<file path="src/rtl/imem_loader_if.sv">
// Control, byte-stream and instruction-memory write signals of the program loader.
// The loader takes the slave side; whatever drives the program image takes master.
interface imem_loader_if;
    logic        start;
    logic [6:0]  word_count;
    logic        in_valid;
    logic [7:0]  in_data;
    logic        in_ready;
    logic        imem_we;
    logic [31:0] imem_addr;
    logic [31:0] imem_wdata;
    logic        core_reset;
    logic        done;
    logic        err;

    modport master (
        output start, word_count, in_valid, in_data,
        input  in_ready, imem_we, imem_addr, imem_wdata, core_reset, done, err
    );

    modport slave (
        input  start, word_count, in_valid, in_data,
        output in_ready, imem_we, imem_addr, imem_wdata, core_reset, done, err
    );
endinterface

</file>
<file path="src/rtl/imem_loader.sv">
// Program loader: packs a little-endian byte stream into 32-bit words and writes
// them to instruction memory, holding the core in reset until the load completes.
module imem_loader #(
    parameter int unsigned DEPTH = 64
) (
    input  logic         clk,
    input  logic         rst,
    imem_loader_if.slave bus
);
    localparam int unsigned CNT_W  = 7;
    localparam int unsigned ADDR_W = 32;
    localparam int unsigned WORD_W = 32;
    localparam int unsigned ASM_W  = 24;

    typedef enum logic [1:0] {
        IDLE  = 2'd0,
        LOAD  = 2'd1,
        FLUSH = 2'd2
    } state_e;

    state_e              state_q, state_d;
    logic [CNT_W-1:0]    count_q, count_d;
    logic [CNT_W-1:0]    widx_q, widx_d;
    logic [1:0]          bidx_q, bidx_d;
    logic [ASM_W-1:0]    asm_q, asm_d;
    logic                in_ready_q, in_ready_d;
    logic                we_q, we_d;
    logic [ADDR_W-1:0]   addr_q, addr_d;
    logic [WORD_W-1:0]   wdata_q, wdata_d;
    logic                core_reset_q, core_reset_d;
    logic                done_q, done_d;
    logic                err_q, err_d;

    logic                accept_c;
    logic                start_ok_c;

    assign accept_c   = in_ready_q && bus.in_valid;
    assign start_ok_c = (bus.word_count != '0) && (32'(bus.word_count) <= DEPTH);

    // Next-state and output decode.
    always_comb begin
        state_d      = state_q;
        count_d      = count_q;
        widx_d       = widx_q;
        bidx_d       = bidx_q;
        asm_d        = asm_q;
        we_d         = 1'b0;
        addr_d       = addr_q;
        wdata_d      = wdata_q;
        core_reset_d = core_reset_q;
        done_d       = 1'b0;
        err_d        = 1'b0;

        unique case (state_q)
            IDLE: begin
                if (bus.start) begin
                    if (start_ok_c) begin
                        count_d      = bus.word_count;
                        widx_d       = '0;
                        bidx_d       = '0;
                        core_reset_d = 1'b1;
                        state_d      = LOAD;
                    end else begin
                        err_d = 1'b1;
                    end
                end
            end
            LOAD: begin
                if (accept_c) begin
                    bidx_d = bidx_q + 2'd1;
                    unique case (bidx_q)
                        2'd0: asm_d[7:0]   = bus.in_data;
                        2'd1: asm_d[15:8]  = bus.in_data;
                        2'd2: asm_d[23:16] = bus.in_data;
                        default: begin
                            // Top byte completes the word; it goes straight to the write port.
                            we_d    = 1'b1;
                            wdata_d = {bus.in_data, asm_q};
                            addr_d  = ADDR_W'(widx_q);
                            widx_d  = widx_q + 7'd1;
                            if (widx_q == count_q - 7'd1) begin
                                state_d = FLUSH;
                                done_d  = 1'b1;
                            end
                        end
                    endcase
                end
            end
            FLUSH: begin
                state_d      = IDLE;
                core_reset_d = 1'b0;
            end
            default: begin
                state_d = IDLE;
            end
        endcase

        in_ready_d = (state_d == LOAD);
    end

    // State and output registers; reset leaves the core held in reset.
    always_ff @(posedge clk or posedge rst) begin
        if (rst) begin
            state_q      <= IDLE;
            count_q      <= '0;
            widx_q       <= '0;
            bidx_q       <= '0;
            asm_q        <= '0;
            in_ready_q   <= 1'b0;
            we_q         <= 1'b0;
            addr_q       <= '0;
            wdata_q      <= '0;
            core_reset_q <= 1'b1;
            done_q       <= 1'b0;
            err_q        <= 1'b0;
        end else begin
            state_q      <= state_d;
            count_q      <= count_d;
            widx_q       <= widx_d;
            bidx_q       <= bidx_d;
            asm_q        <= asm_d;
            in_ready_q   <= in_ready_d;
            we_q         <= we_d;
            addr_q       <= addr_d;
            wdata_q      <= wdata_d;
            core_reset_q <= core_reset_d;
            done_q       <= done_d;
            err_q        <= err_d;
        end
    end

    assign bus.in_ready   = in_ready_q;
    assign bus.imem_we    = we_q;
    assign bus.imem_addr  = addr_q;
    assign bus.imem_wdata = wdata_q;
    assign bus.core_reset = core_reset_q;
    assign bus.done       = done_q;
    assign bus.err        = err_q;
endmodule

</file>
<file path="src/flat_wrapper.sv">
// flat-port wrapper written by rule: the top's interface ports become plain ports
module imem_loader_flat 
#(
    parameter int unsigned DEPTH = 64
)
  (clk, rst, bus_start, bus_word_count, bus_in_valid, bus_in_data, bus_in_ready, bus_imem_we, bus_imem_addr, bus_imem_wdata, bus_core_reset, bus_done, bus_err);
  imem_loader_if bus_i ();
  input  logic clk;
  input  logic rst;
  input wire logic [$bits(bus_i.start)-1:0] bus_start;
  input wire logic [$bits(bus_i.word_count)-1:0] bus_word_count;
  input wire logic [$bits(bus_i.in_valid)-1:0] bus_in_valid;
  input wire logic [$bits(bus_i.in_data)-1:0] bus_in_data;
  output wire logic [$bits(bus_i.in_ready)-1:0] bus_in_ready;
  output wire logic [$bits(bus_i.imem_we)-1:0] bus_imem_we;
  output wire logic [$bits(bus_i.imem_addr)-1:0] bus_imem_addr;
  output wire logic [$bits(bus_i.imem_wdata)-1:0] bus_imem_wdata;
  output wire logic [$bits(bus_i.core_reset)-1:0] bus_core_reset;
  output wire logic [$bits(bus_i.done)-1:0] bus_done;
  output wire logic [$bits(bus_i.err)-1:0] bus_err;
  assign bus_i.start = bus_start;
  assign bus_i.word_count = bus_word_count;
  assign bus_i.in_valid = bus_in_valid;
  assign bus_i.in_data = bus_in_data;
  assign bus_in_ready = bus_i.in_ready;
  assign bus_imem_we = bus_i.imem_we;
  assign bus_imem_addr = bus_i.imem_addr;
  assign bus_imem_wdata = bus_i.imem_wdata;
  assign bus_core_reset = bus_i.core_reset;
  assign bus_done = bus_i.done;
  assign bus_err = bus_i.err;
  imem_loader #(.DEPTH(DEPTH)) u_core (.clk(clk), .rst(rst), .bus(bus_i));
endmodule
</file>
<file path="config.mk">
export PLATFORM = sky130hd
export DESIGN_NAME = imem_loader_flat
export DESIGN_NICKNAME = d
export VERILOG_FILES = /design/src/rtl/imem_loader_if.sv /design/src/rtl/imem_loader.sv /design/src/flat_wrapper.sv
export SDC_FILE = /design/constraint.sdc
export NUM_CORES = 1
export LEC_CHECK = 0
export CAP_MARGIN = 30
export CORE_UTILIZATION = 54
export DETAILED_ROUTE_END_ITERATION = 6
export PLACE_DENSITY_LB_ADDON = 0.1
export SYNTH_ARGS = -nofsm -noshare
export SYNTH_HDL_FRONTEND = slang
export SYNTH_SLANG_ARGS = --single-unit
</file>
<file path="constraint.sdc">
create_clock -name clk -period 4.7 [get_ports clk]
set_input_delay 0.705 -clock clk [delete_from_list [all_inputs] [get_ports clk]]
set_output_delay 0.705 -clock clk [all_outputs]
set_load 0.02 [all_outputs]
</file>
==> results.sh <==
export IMPL_stdcell_area_sq_um=4700
export IMPL_period_needed_ns=3.024
export IMPL_die_height_um=86.37
export IMPL_final_common_cell="nand2_1"
export IMPL_status="complete, no violations"
export IMPL_cts_root_buf="clkbuf_8"
export IMPL_final_cells=530
export IMPL_synth_avg_cell_area_sq_um=10.44
export IMPL_post_cts_resized=0
export IMPL_die_w_um=86.37
export IMPL_dr_first_iter_drc_count=179
export IMPL_drc_errors=0
export IMPL_routed_wl_mm=7.408
export IMPL_core_sq_um=6832
export IMPL_ys_ff_latch=86
export IMPL_path_clk_slew_ns=0.09
export IMPL_rows=30
export IMPL_grt_overflow=0
export IMPL_postRouteAntennaNets=0
export IMPL_setup_viol=0
export IMPL_fill_cells=538
export IMPL_via_per_inst=4.960
export IMPL_pre_cts_slack_ns=1.270
export IMPL_dp_cells=514
export IMPL_path_class="input pin to flip-flop"
export IMPL_hpwl_mm=5.138
export IMPL_arrival_ns=3.26
export IMPL_place_congestion=0.7761
export IMPL_cts_max_path_buffers=2
export IMPL_hold_buffers=0
export IMPL_power_mw=2.693
export IMPL_final_cell_mix="nand2_1 (129), dfrtp_1 (85), clkdlybuf4s50_1 (62)"
export IMPL_postSynthCellCount=368
export IMPL_p_per_area_nw_per_um2=573.0
export IMPL_avgRoutedWirePerCell_um=13.98
export IMPL_required_ns=4.94
export IMPL_setup_slack_ns=1.676
export IMPL_cts_tree="yes"
export IMPL_max_slew_margin=0.4535
export IMPL_ir_drop_mv=0.3569
export IMPL_drive_gt1_frac=0.1336
export IMPL_vias=2629
export IMPL_worst_pin_slew_ns=0.8198
export IMPL_clock_latency_ns=0.35
export IMPL_clock_sinks=86
export IMPL_synth_distinct_cells=37
export IMPL_io_pins=88
export IMPL_io_buffers=62
export IMPL_grt_max_degree=54
export IMPL_ys_seq_area_frac=0.5602
export IMPL_skew_ns=0.01490
export IMPL_cp_cell_sequence="clkdlybuf4s50_1, nand4_1, or2_2, clkinv_1, buf_4, nand2_1, nand2_1"
export IMPL_track_usage=0.2148
export IMPL_finalNetCount=454
export IMPL_fin_tns_setup_ns=0
export IMPL_cp_max_fo=44
export IMPL_drv_slew=0
export IMPL_critPathLaunchType="input pin"
export IMPL_drtPass1Iterations=4
export IMPL_cts_made_buffers=9
export IMPL_rsz0062_at_grt="no"
export IMPL_grt_pass1_wl_mm=12.12
export IMPL_layout_worst_path_cycle_share=0.6434
export IMPL_cts_max_level=3
export IMPL_hold_ws_ns=0.4666
export IMPL_n_antenna_cell=0
export IMPL_cpMostUsedCell="nand2_1"
export IMPL_slowest_delay_ns=0.70
export IMPL_end_kind="flip-flop"
export IMPL_max_cap_violations=0
export IMPL_slowest_stage="or2_2"
export IMPL_dieArea_sq_um=7459
export IMPL_initial_core_util=0.5626
export IMPL_fmax_ghz=0.3307
export IMPL_netlist_area_sq_um=3844
export IMPL_finalHoldViolCount=0
export IMPL_leakagePower_nw=2.264
export IMPL_hold_path_class="flip-flop to flip-flop"
export IMPL_yosys_warnings=0
export IMPL_antenna_found_initial=0
export IMPL_finish_utilization=0.6879
export IMPL_synthToLayoutAreaGrowth_pct=22.27
export IMPL_postCtsSetupBuffers=0
export IMPL_dpl_cell_area_sq_um=4471
export IMPL_grt_pass1_vias=2418
metal layers:
metal | routed length (um) | vias to the layer above | GRT usage
li1 | - | 1269 | -
met2 | 3323 | 77 | 0.3081
met5 | 0 | - | 0
met4 | 82 | 0 | 0.07273
met3 | 299 | 7 | 0.03333
met1 | 3702 | 1276 | 0.3340
area by class of cell:
cell class	instances	area, sq um	area share
Clock inverter	7	105.1	0.02236
Tap cell	96	120.1	0.02556
Inverter	9	35.03	0.007455
Multi-Input combinational cell	258	1499	0.3190
Timing Repair Buffer	65	663.1	0.1411
Sequential cell	86	2153	0.4582
Clock buffer	9	123.9	0.02636
cell usage after synthesis:
| master | instances | area (sq um) |
|---|---|---|
| clkbuf_1 | 13 | 48.80 |
| mux2_4 | 4 | 60.06 |
| buf_4 | 25 | 187.7 |
| xor2_1 | 4 | 35.03 |
| buf_6 | 1 | 11.26 |
| nand2_1 | 129 | 484.2 |
| dfstp_2 | 1 | 26.28 |
| a31oi_1 | 3 | 18.77 |
| a2111o_1 | 1 | 11.26 |
| nor4b_4 | 1 | 23.77 |
| a21oi_1 | 4 | 20.02 |
| or2_2 | 1 | 6.260 |
| o31a_1 | 2 | 17.52 |
| conb_1 | 1 | 3.750 |
| inv_1 | 8 | 30.03 |
| clkinv_1 | 1 | 3.750 |
| or4_4 | 2 | 22.52 |
| dfrtp_1 | 85 | 2127 |
| nor2b_1 | 1 | 6.260 |
| nor2_1 | 8 | 30.03 |
| nand4b_1 | 1 | 8.760 |
| xnor3_1 | 1 | 22.52 |
| nand3_1 | 6 | 30.03 |
| o21bai_1 | 1 | 7.510 |
| ha_1 | 6 | 75.07 |
| nor4bb_1 | 1 | 10.01 |
| nand2_2 | 1 | 6.260 |
| o21ai_0 | 6 | 30.03 |
| mux2_2 | 27 | 304.0 |
| a211o_1 | 1 | 8.760 |
| and3_1 | 1 | 6.260 |
| xnor2_1 | 8 | 70.07 |
| nand4_1 | 4 | 25.02 |
| or3_1 | 1 | 6.260 |
| o31ai_4 | 1 | 21.27 |
| nor3_1 | 6 | 30.03 |
| a22oi_1 | 1 | 7.510 |
worst paths after layout:
path | start | to | slack [ns] | cells past startpoint
max | bus_in_valid | u_core.bus.imem_wdata[12] | 1.68 | 7
min | u_core.asm_q[19] | u_core.bus.imem_wdata[19] | 0.47 | 2
max reg2reg | u_core.bidx_q[0] | u_core.bus.imem_wdata[12] | 1.82 | 7
min reg2reg | u_core.asm_q[19] | u_core.bus.imem_wdata[19] | 0.47 | 2
max in group asynchronous | rst | u_core.asm_q[4] | 3.23 | 4
min in group asynchronous | rst | u_core.bus.imem_wdata[6] | 0.58 | 2
worst max-delay path, delay by kind of cell:
kind          cells  cell delay (ns)
simple gates      4             1.07
buf+inv           3             1.47
flip-flops by register name, summed over array words and instances, names as in the netlist:
| name | flops |
|---|---|
| u_core.bus.done | 1 |
| u_core.bus.imem_addr | 7 |
| u_core.bus.in_ready | 1 |
| u_core.bus.imem_wdata | 32 |
| u_core.bus.err | 1 |
| u_core.bus.imem_we | 1 |
| u_core.bus.core_reset | 1 |
| u_core.count_q | 7 |
| u_core.asm_q | 24 |
| u_core.state_q | 2 |
| u_core.bidx_q | 2 |
| u_core.widx_q | 7 |
kinds of logic (layout without fill, tap and decap cells):
family                     after synthesis  count (layout)  share of synthesized area
AOI/OAI and AO/OA                       20              20                    0.03711
xor gates and xnor gates                13              13                    0.03320
adders and majority gates                6               6                    0.01953
buffers and inverters                   48              90                    0.07324
DFF                                     86              86                     0.5602
muxes                                   31              31                    0.09473
other                                    1              25                  0.0009756
and+or+nand+nor                        163             163                     0.1810
power breakdown:
group	internal, mW	total [mW]	switching (mW)	leakage, nW
combinational	0.451	0.926	0.475	1.08
sequential	1.01	1.18	0.174	1.08
clock	0.307	0.584	0.277	0.112
total	1.77	2.69	0.926	2.26
No activity file was read; power rests on OpenSTA's default activity.
